<file path="src/rtl/ram_arbiter.sv">
// Round-robin arbiter sharing one single-port data RAM between two requesters,
// with a bounded lock for back-to-back transfers and one-cycle read return.
module ram_arbiter #(
    parameter int AW        = 32,
    parameter int DW        = 32,
    parameter int MAX_BURST = 4
) (
    input  logic          CLK,
    input  logic          RST,
    input  logic          Req0,
    input  logic          Req1,
    input  logic          We0,
    input  logic          We1,
    input  logic          Lock0,
    input  logic          Lock1,
    input  logic [AW-1:0] Addr0,
    input  logic [AW-1:0] Addr1,
    input  logic [DW-1:0] WData0,
    input  logic [DW-1:0] WData1,
    output logic          Gnt0,
    output logic          Gnt1,
    output logic          RValid0,
    output logic          RValid1,
    output logic [DW-1:0] RData0,
    output logic [DW-1:0] RData1,
    output logic          MemWrite,
    output logic [AW-1:0] Address,
    output logic [DW-1:0] WD,
    input  logic [DW-1:0] RD
);

    localparam int SW = (MAX_BURST < 2) ? 1 : $clog2(MAX_BURST + 1);
    localparam logic [SW-1:0] BURST_CAP = SW'(MAX_BURST);

    typedef enum logic [1:0] {
        LAST_NONE = 2'd0,
        LAST_P0   = 2'd1,
        LAST_P1   = 2'd2
    } last_t;

    last_t         last_q, last_d;
    logic          rr_q, rr_d;
    logic [SW-1:0] streak_q, streak_d;
    logic          rv0_p1, rv1_p1;
    logic          hold0, hold1;
    logic          gnt0, gnt1;

    function automatic logic [SW-1:0] sat_inc(input logic [SW-1:0] v);
        return (v >= BURST_CAP) ? BURST_CAP : v + SW'(1);
    endfunction

    // Stage p0: combinational grant; a lock only holds while its owner keeps Req high.
    always_comb begin
        hold0 = (last_q == LAST_P0) && Lock0 && Req0 && (streak_q < BURST_CAP);
        hold1 = (last_q == LAST_P1) && Lock1 && Req1 && (streak_q < BURST_CAP);
        gnt0  = 1'b0;
        gnt1  = 1'b0;
        if (!RST) begin
            if (hold0)
                gnt0 = 1'b1;
            else if (hold1)
                gnt1 = 1'b1;
            else if (Req0 && !Req1)
                gnt0 = 1'b1;
            else if (Req1 && !Req0)
                gnt1 = 1'b1;
            else if (Req0 && Req1) begin
                gnt0 = ~rr_q;
                gnt1 = rr_q;
            end
        end
    end

    always_comb begin
        MemWrite = 1'b0;
        Address  = '0;
        WD       = '0;
        if (gnt0) begin
            MemWrite = We0;
            Address  = Addr0;
            WD       = WData0;
        end else if (gnt1) begin
            MemWrite = We1;
            Address  = Addr1;
            WD       = WData1;
        end
    end

    // Streak only counts grants made while the other port was kept waiting.
    always_comb begin
        last_d   = LAST_NONE;
        rr_d     = rr_q;
        streak_d = '0;
        if (gnt0) begin
            last_d = LAST_P0;
            rr_d   = 1'b1;
            if (Req1)
                streak_d = (last_q == LAST_P0) ? sat_inc(streak_q) : SW'(1);
        end else if (gnt1) begin
            last_d = LAST_P1;
            rr_d   = 1'b0;
            if (Req0)
                streak_d = (last_q == LAST_P1) ? sat_inc(streak_q) : SW'(1);
        end
    end

    // Stage p1: arbitration state and read-valid flags, aligned with RAM read data.
    always_ff @(posedge CLK or posedge RST) begin
        if (RST) begin
            last_q   <= LAST_NONE;
            rr_q     <= 1'b0;
            streak_q <= '0;
            rv0_p1   <= 1'b0;
            rv1_p1   <= 1'b0;
        end else begin
            last_q   <= last_d;
            rr_q     <= rr_d;
            streak_q <= streak_d;
            rv0_p1   <= gnt0 & ~We0;
            rv1_p1   <= gnt1 & ~We1;
        end
    end

    assign Gnt0    = gnt0;
    assign Gnt1    = gnt1;
    assign RValid0 = rv0_p1;
    assign RValid1 = rv1_p1;
    assign RData0  = RD;
    assign RData1  = RD;

endmodule
</file>
<file path="config.mk">
export PLATFORM = sky130hd
export DESIGN_NAME = ram_arbiter
export DESIGN_NICKNAME = d
export VERILOG_FILES = /design/src/rtl/ram_arbiter.sv
export SDC_FILE = /design/constraint.sdc
export NUM_CORES = 1
export LEC_CHECK = 0
export CAP_MARGIN = 10
export CORE_AREA = 2 2 117 119
export DETAILED_ROUTE_END_ITERATION = 12
export DIE_AREA = 0 0 119 121
export GPL_ROUTABILITY_DRIVEN = 0
export PLACE_DENSITY_LB_ADDON = 0.08
export REMOVE_ABC_BUFFERS = 1
export SETUP_SLACK_MARGIN = 0.4
export SKIP_LAST_GASP = 1
export SYNTH_ARGS = -nofsm -noshare
export SYNTH_HDL_FRONTEND = slang
export SYNTH_SLANG_ARGS = --single-unit
export TNS_END_PERCENT = 10
</file>
<file path="constraint.sdc">
create_clock -name CLK -period 2.5 [get_ports CLK]
set_input_delay 0.5 -clock CLK [delete_from_list [all_inputs] [get_ports CLK]]
set_output_delay 0.5 -clock CLK [all_outputs]
set_load 0.03 [all_outputs]
</file>
---- Yosys cells after proc, flatten, opt, wreduce, memory -nomap -nowiden ----
Index checks and enable logic that the tools add are counted.
storage, ports and cells
  bits in read-only memories .............. 0
  memory bits (writable) .................. 0
  bits in latches ......................... 0
  output and inout bits ................... 133
  register bits ........................... 8
  memories kept ........................... 0
  input port bits ......................... 168
  logic and storage cells ................. 56
cells by class
  reductions and logical operators ........ 12
  shifts and indexed selects .............. 0
  order comparisons ....................... 2
  add/sub/neg operators ................... 1
  bitwise operators ....................... 5
  div/mod/pow operators ................... 0
  equal/unequal tests ..................... 2
  multiplexer cells ....................... 29
  multipliers ............................. 0
operator list
  kind                   count
  $mux W32               4
  $mux W3                7
  $mux W1                16
  $logic_and A1 B1 Y1    9
  $mux W2                2
  $add A3 B1 Y3 const B  1
  $ge A3 B3 Y1 const B   1
  $lt A3 B3 Y1 const B   1
  $not A1 Y1             3
  $and A1 B1 Y1          2
  $eq A2 B1 Y1 const B   1
  $eq A2 B2 Y1 const B   1
  $logic_not A1 Y1       2
  $reduce_bool A2 Y1     1

---- Logic depth before layout (Yosys ltp) ----
Gate-level depths: netlist (run 1).
  depth in word-level cells ............... 9
  gate-level depth with buffers ........... 6

---- Worst setup path after synthesis (run 1) ----
No wires, ideal clock.
  path kind ............................... input-to-output
  start ................................... in RST
  end ..................................... out Address[10]
  slack ................................... 0.277 ns
  arrival time ............................ 1.723 ns
  required time ........................... 2.000 ns
  cell stages on the path ................. 5
  cell sequence ........................... inv_1 > nand2_1 > a31oi_2 > buf_2 > a22o_1
between the ends
  elaborated cells on any way between the ends .. 4
  those cells by class .................... mux: 4
RTL lines
  item         line  source
  from (decl)  9     input logic RST,
  $mux W1      58    if (!RST) begin
  net Gnt0     20    output logic Gnt0,
  $mux W32     78    if (gnt0) begin
  to (decl)    27    output logic [AW-1:0] Address,
The timed path passes the listed nets, and every way through them passes these cells.

---- Worst setup path in the final report (run 1) ----
  start ................................... in Lock1
  end ..................................... out WD[24]
between the ends
  longest elaborated chain between the ends .. 8
  elaborated cells on any way between the ends .. 11
  those cells by class .................... mux: 8; reduce/logical: 3
RTL lines
  item                                   line  source
  from (decl)                            15    input logic Lock1,
  $logic_and A1 B1 Y1 (*) (3 in series)  55    hold1 = (last_q == LAST_P1) && Lock1 && Req1 && (streak_q < BURST_CAP);
  $mux W1                                61    else if (hold1)
  $mux W1                                59    if (hold0)
  $mux W1                                58
  $mux W32                               82    end else if (gnt1) begin
  $mux W32 (*)                           78
  to (decl)                              28    output logic [DW-1:0] WD,
Every way passes the cells marked *; elsewhere a longest branch is shown, timed or not.

==> impl_metrics.py, run 1 <==
metrics = {
    "status": {
        "status": "finished clean",
    },
    "sta": {
        "skew_ps": 1.28,
        "fmaxAchievable_ghz": 0.403,
        "rsz0062_at_grt": "yes",
        "hold_viol_final": 0,
        "fin_setup_tns_ps": 0,
        "whs_ps": 553,
        "setup_viol": 0,
        "worst_pin_slew_ps": 314,
        "post-route-period-util": 0.993,
        "maxSlewHeadroom": 0.790,
        "drv_slew": 0,
        "fin_crit_ps": 2480,
    },
    "place": {
        "place_inst": 503,
        "portBuffers": 204,
        "dp_hpwl_microns": 9790,
        "dpl_cell_area_sq_um": 3410,
    },
    "setup_path": {
        "crit_path_max_fanout": 5,
        "slowest_delay_ps": 330,
        "worstSetupPathDepth": 7,
        "cp-start-kind": "input pin",
        "path_delay_family": "compound AO/OA/AOI/OAI gates",
        "crit_slowest_cell": "o211a_4",
        "path_cells": "clkdlybuf4s15_1 -> nand4bb_1 -> o211ai_1 -> o211a_4 -> buf_4 -> a22o_1 -> buf_12",
        "crit_buf_inv": 3,
        "crit_path_end_kind": "primary output",
        "ff2ff_path_depth": 16,
        "critPathRequiredTime_ps": 2000,
        "critPathArrivalTime_ps": 1980,
        "crit_type": "in2out",
    },
    "synthesis": {
        "ys_top_cells_by_count": "a22o_1, buf_4, dfrtp_1",
        "synth_top_family_by_area": "compound AO/OA/AOI/OAI gates",
        "ys_async_sr_fraction": 1.00,
        "yosys_register_bits": 8,
        "synthAdderAreaFrac": 0.0157,
        "syn_area_per_cell_sq_um": 8.48,
        "synthXorXnorAreaFrac": 0,
        "synth-edff-count": 0,
        "synth_cell_type_count": 24,
        "yosysTopAreaCellShare": 0.357,
        "synth_area_sq_um": 1590,
        "yosys-top-cells-area": "a22o_1, buf_4, dfrtp_1, buf_6, buf_2",
        "netlist_instances": 188,
        "synthSimpleGateAreaFrac": 0.0628,
        "synth_top_area_cell": "a22o_1",
        "yosys_warnings": 0,
        "synthFlopType": "dfrtp_1",
        "synth_compound_area_frac": 0.414,
        "ys_seq_area_frac": 0.126,
        "synthMuxAreaShare": 0,
    },
    "routing": {
        "wl_per_cell_microns": 24.6,
        "drtIter0Drc": 109,
        "ant_nets": 0,
        "via_per_inst": 4.24,
        "wl_microns": 13200,
        "dr.pass1.iters": 6,
        "drc_errors": 0,
        "via_count": 2275,
    },
    "die": {
        "fp.dieW_microns": 119,
        "ioPinCount": 301,
        "rows": 42,
        "core-area_sq_um": 13100,
        "die_area_sq_um": 14400,
        "initial_utilization": 0.122,
        "die_h_microns": 121,
    },
    "clocking": {
        "cts_hold_buffers": 0,
        "clkTransAtPathRegs_ps": 40,
        "numCtsBuffers": 3,
        "clk_latency_ps": 230,
        "ctsLongestPathBuffers": 2,
        "h-tree-depth": 1,
        "clock_sinks": 8,
        "cts_root_buf": "clkbuf_16",
        "cts_tree": "done",
    },
    "final_layout": {
        "areaGrowthSynthToFinish_pct": 163,
        "nNetsFinal": 530,
        "layout-drive-gt1-share": 0.377,
        "instances_no_fill": 536,
        "final_area_sq_um": 4190,
    },
    "min_path": {
        "hp-class": "in2async",
    },
    "power_and_ir_drop": {
        "total_power_mw": 1.41,
        "ir_worst_vdd_mv": 0.198,
        "power_density_nw_per_um2": 336,
        "power.leakage_nw": 1.78,
    },
    "global_routing": {
        "grt_use_total": 0.166,
        "busiest_layer": "met2",
        "overflow": 0,
        "grt_max_degree": 37,
        "grt_pass1_vias": 2420,
        "grtUsageMet1": 0.206,
        "globalRouteMet3Util": 0.141,
        "antenna_found_initial": 2,
        "grt_pass1_wl_microns": 17000,
        "grtUsageMet2": 0.224,
    },
    "job": {
        "maxCapViolations": 0,
    },
}
[final cells by class]
type | instances | area [sq um]
clock buffer | 3 | 75.1
fill | 1343 | 8890
multi-input combinational | 97 | 931
sequential | 8 | 203
inverter | 5 | 18.8
tap | 176 | 220
timing repair buffer | 245 | 2740
antenna | 2 | 5.00
[placed cells by master, fill, tap and decap left out, types with 2 or more instances in the layout]
cell,synthesis,final
ha_1,2,2
nor2_1,4,3
dlygate4sd2_1,0,3
dfrtp_1,8,6
buf_12,0,18
inv_1,5,3
dfrtp_2,0,2
buf_4,65,28
nand2b_1,4,3
buf_6,6,55
a22o_4,0,8
clkdlybuf4s50_1,0,132
a21oi_1,4,3
clkbuf_16,0,5
inv_2,0,2
diode_2,0,2
o21ai_0,2,2
nor2b_1,3,3
a22o_1,65,57
buf_16,0,5
[tightest hold or removal path: stages]
cell	delay (ps)
dlygate4sd2_1	240
inv_2	120
buf_4	140
buf_4	110
[power breakdown]
group	leakage [nW]	switching [mW]	internal, mW	total [mW]
combinational	1.64	0.434	0.555	0.989
clock	0.0370	0.0672	0.207	0.274
sequential	0.103	0.00742	0.137	0.145
total	1.78	0.509	0.899	1.41
[logic make-up (layout without fill, tap and decap cells)]
| family | after synthesis | after routing |
|---|---|---|
| adders and majority gates | 2 | 2 |
| buffers and inverters | 83 | 253 |
| and+or+nand+nor | 17 | 17 |
| DFF | 8 | 8 |
| AOI/OAI and AO/OA | 78 | 78 |
| other | 0 | 2 |
[per-stage QoR]
| step | utilization | setup slack (ps) |
|---|---|---|
| after floorplan | - | -1220 |
| after global placement | 0.260 | -323 |
| after detailed placement | 0.260 | -305 |
| after CTS | 0.309 | 17.0 |
| after global routing | 0.320 | -19.3 |
| final | 0.320 | 16.4 |
[path summary, 6_finish.rpt]
kind / slack [ps] / startpoint / to
max: 20 / Lock1 / WD[24]
min: 550 / RST / last_q[0]
max reg2reg: 60 / streak_q[2] / streak_q[1]
min reg2reg: 640 / streak_q[0] / streak_q[0]
max in group asynchronous: 1820 / RST / streak_q[2]
min in group CLK: 640 / streak_q[0] / streak_q[0]
[state kept, by name, indices dropped and copies added (netlist names)]
register	cells
rr_q	1
RValid1	1
RValid0	1
streak_q	3
last_q	2
[routing by layer]
| layer | routed length [microns] | vias to the layer above |
|---|---|---|
| li1 | - | 988 |
| met3 | 2370 | 2 |
| met1 | 5370 | 1079 |
| met5 | 0 | - |
| met4 | 58 | 0 |
| met2 | 5390 | 206 |
[repair_timing]
item / 4_1_cts / 5_1_grt
buffers inserted: 19 / 3
gates cloned: 4 / 2
pin swaps: 19 / 12
gates resized for setup: 80 / 14
endpoints found under the setup margin: 67 / 69
(Power assumes the default switching activity.)
==> run 2, diff against run 1 <==
Settings changed: ABC_AREA set to 1, CAP_MARGIN 10 to unset.
==> impl_metrics.py, run 2 <==
metrics = {
    "status": {
        "status": "finished clean",
    },
    "die": {
        "ioPinCount": 301,
        "core-area_sq_um": 13100,
        "fp.dieW_microns": 119,
        "rows": 42,
        "die_h_microns": 121,
        "die_area_sq_um": 14400,
        "initial_utilization": 0.136,
    },
    "routing": {
        "wl_microns": 13300,
        "via_per_inst": 3.97,
        "drc_errors": 0,
        "ant_nets": 0,
        "drtIter0Drc": 103,
        "dr.pass1.iters": 4,
        "via_count": 2681,
        "wl_per_cell_microns": 19.6,
    },
    "setup_path": {
        "crit_type": "in2out",
        "r2r_setup_slack_ps": 200,
        "critPathArrivalTime_ps": 1810,
        "crit_path_max_fanout": 18,
        "cp-start-kind": "input pin",
        "crit_path_end_kind": "primary output",
        "critPathRequiredTime_ps": 2000,
    },
    "sta": {
        "maxSlewHeadroom": 0.794,
        "fin_setup_tns_ps": 0,
        "skew_ps": 2.67,
        "worst_pin_slew_ps": 308,
        "hold_viol_final": 0,
        "setup_viol": 0,
        "post-route-period-util": 0.922,
        "fmaxAchievable_ghz": 0.434,
        "drv_slew": 0,
        "fin_crit_ps": 2310,
        "fin_ws_ps": 195,
        "rsz0062_at_grt": "yes",
    },
    "power_and_ir_drop": {
        "power_density_nw_per_um2": 345,
        "comb_power_share": 0.717,
        "swShare": 0.397,
        "p_int_uw": 893,
        "power.leakage_nw": 2.11,
        "ir_worst_vdd_mv": 0.280,
        "clkPwrFrac": 0.183,
        "power_switching_uw": 587,
        "power_frac_seq": 0.100,
        "total_power_mw": 1.48,
    },
    "clocking": {
        "ctsLongestPathBuffers": 2,
        "cts_tree": "done",
        "clk_latency_ps": 230,
        "cts_hold_buffers": 0,
        "cts_root_buf": "clkbuf_16",
        "h-tree-depth": 1,
        "clock_sinks": 8,
        "clkTransAtPathRegs_ps": 40,
        "numCtsBuffers": 3,
    },
    "synthesis": {
        "yosysTopAreaCellShare": 0.402,
        "ys_seq_area_frac": 0.112,
        "syn_area_per_cell_sq_um": 5.47,
        "yosys_warnings": 0,
        "synth_top_area_cell": "nand2_1",
        "synth_area_sq_um": 1780,
        "yosys-top-cells-area": "nand2_1, buf_4, dfrtp_1, buf_6, nand2_2",
        "yosys_register_bits": 8,
        "ys_async_sr_fraction": 1.00,
        "synth-edff-count": 0,
        "yosysMostFrequentCell": "nand2_1",
        "ys_top_cells_by_count": "nand2_1, buf_4, nand2_2",
        "synth_cell_type_count": 16,
        "synthFlopType": "dfrtp_1",
        "netlist_instances": 326,
    },
    "final_layout": {
        "finish.utilization": 0.328,
        "reg_top3": "streak_q (3), last_q (2)",
        "areaGrowthSynthToFinish_pct": 141,
        "nFillCells": 1410,
        "final_area_sq_um": 4290,
        "nNetsFinal": 670,
        "layout-drive-gt1-share": 0.327,
        "final_common_cell": "nand2_1",
        "largest_reg_flops": 3,
        "final_cell_mix": "nand2_1, clkdlybuf4s50_1, buf_6",
        "largest_register": "streak_q",
    },
    "global_routing": {
        "antenna_found_initial": 0,
        "grt_pass1_vias": 2763,
        "grt_pass1_wl_microns": 18000,
        "overflow": 0,
        "grt_max_degree": 19,
        "grt_use_total": 0.170,
    },
    "min_path": {
        "hp-class": "in2async",
    },
    "place": {
        "portBuffers": 204,
        "dp_slack_ps": -94.8,
        "dp_hpwl_microns": 9610,
        "dpl_cell_area_sq_um": 3400,
    },
    "job": {
        "maxCapViolations": 0,
    },
}
## run 2: cell types whose count changed in the layout (fill, tap and decap cells not counted), moves of 5 or more
cell | previous run | this run
buf_6 | 55 | 62
nand2_4 | 1 | 8
a22o_4 | 8 | 0
nand2_1 | 0 | 167
inv_1 | 3 | 8
a22o_1 | 57 | 0
buf_12 | 18 | 9
nand2_2 | 0 | 29
nor2_1 | 3 | 8
## run 2: cell type report
cell class,instances,area [sq um],share of cell area
diodes,1,2.50,0.000583
clock buffers,3,75.1,0.0175
inverters,13,61.3,0.0143
multi-input cells,227,1040,0.242
flip-flops and latches,8,200,0.0466
well taps,176,220,0.0513
repair buffers,247,2700,0.628
## run 2: power by group through the flow
| stage | combinational (mW) | sequential [mW] | clock [mW] |
|---|---|---|---|
| after CTS | 1.01 | 0.146 | 0.271 |
| after global routing | 1.12 | 0.149 | 0.279 |
| after floorplan | 0.363 | 0.149 | 0 |
| after detailed placement | 0.840 | 0.147 | 0 |
| final | 1.06 | 0.148 | 0.271 |
| after global placement | 0.847 | 0.147 | 0 |
## run 2: path summary, 6_finish.rpt
path / depth (start not counted) / startpoint / end
hold reg to reg: 2 / rr_q / rr_q
max in group asynchronous: 3 / RST / streak_q[1]
hold / removal: 3 / RST / streak_q[0]
setup / recovery: 11 / Req0 / WD[7]
setup reg to reg: 17 / streak_q[2] / streak_q[1]
min in group CLK: 2 / rr_q / rr_q
## run 2: kinds of logic after synthesis
group                      count (synthesis)  synth area share
AOI/OAI and AO/OA                          8            0.0232
adders and majority gates                  2            0.0140
buffers and inverters                     91             0.370
DFF                                        8             0.112
and+or+nand+nor                          217             0.480
## run 2: metrics by stage
stage	cells	hold slack, ps
3_3_place_gp	637	540
5_1_grt	674	492
4_1_cts	671	475
2_1_floorplan	248	340
3_5_place_dp	637	540
6_report	675	478
## run 2: what timing repair did
action / CTS / global route
buffers inserted: 24 / 2
setup endpoints to repair: 67 / 68
resized for setup: 71 / 54
pin swaps: 3 / 11
cloned: 7 / 1
## run 2: critical path, stage by stage
cell and delay [ps]:
clkdlybuf4s15_2 200, inv_1 90, o21ai_2 140, nand2_2 80
nand2_2 110, clkinv_4 120, buf_12 150, buf_16 150
nand2_1 70, nand2_1 60, buf_6 140
## run 2: routing by layer
metal | vias to the layer above | share of wire | track usage
met1 | 1201 | 0.38 | 0.196
li1 | 1254 | - | -
met4 | 2 | 0.0048 | 0.0119
met5 | - | 0.0026 | 0.0441
met2 | 216 | 0.44 | 0.256
met3 | 8 | 0.17 | 0.133
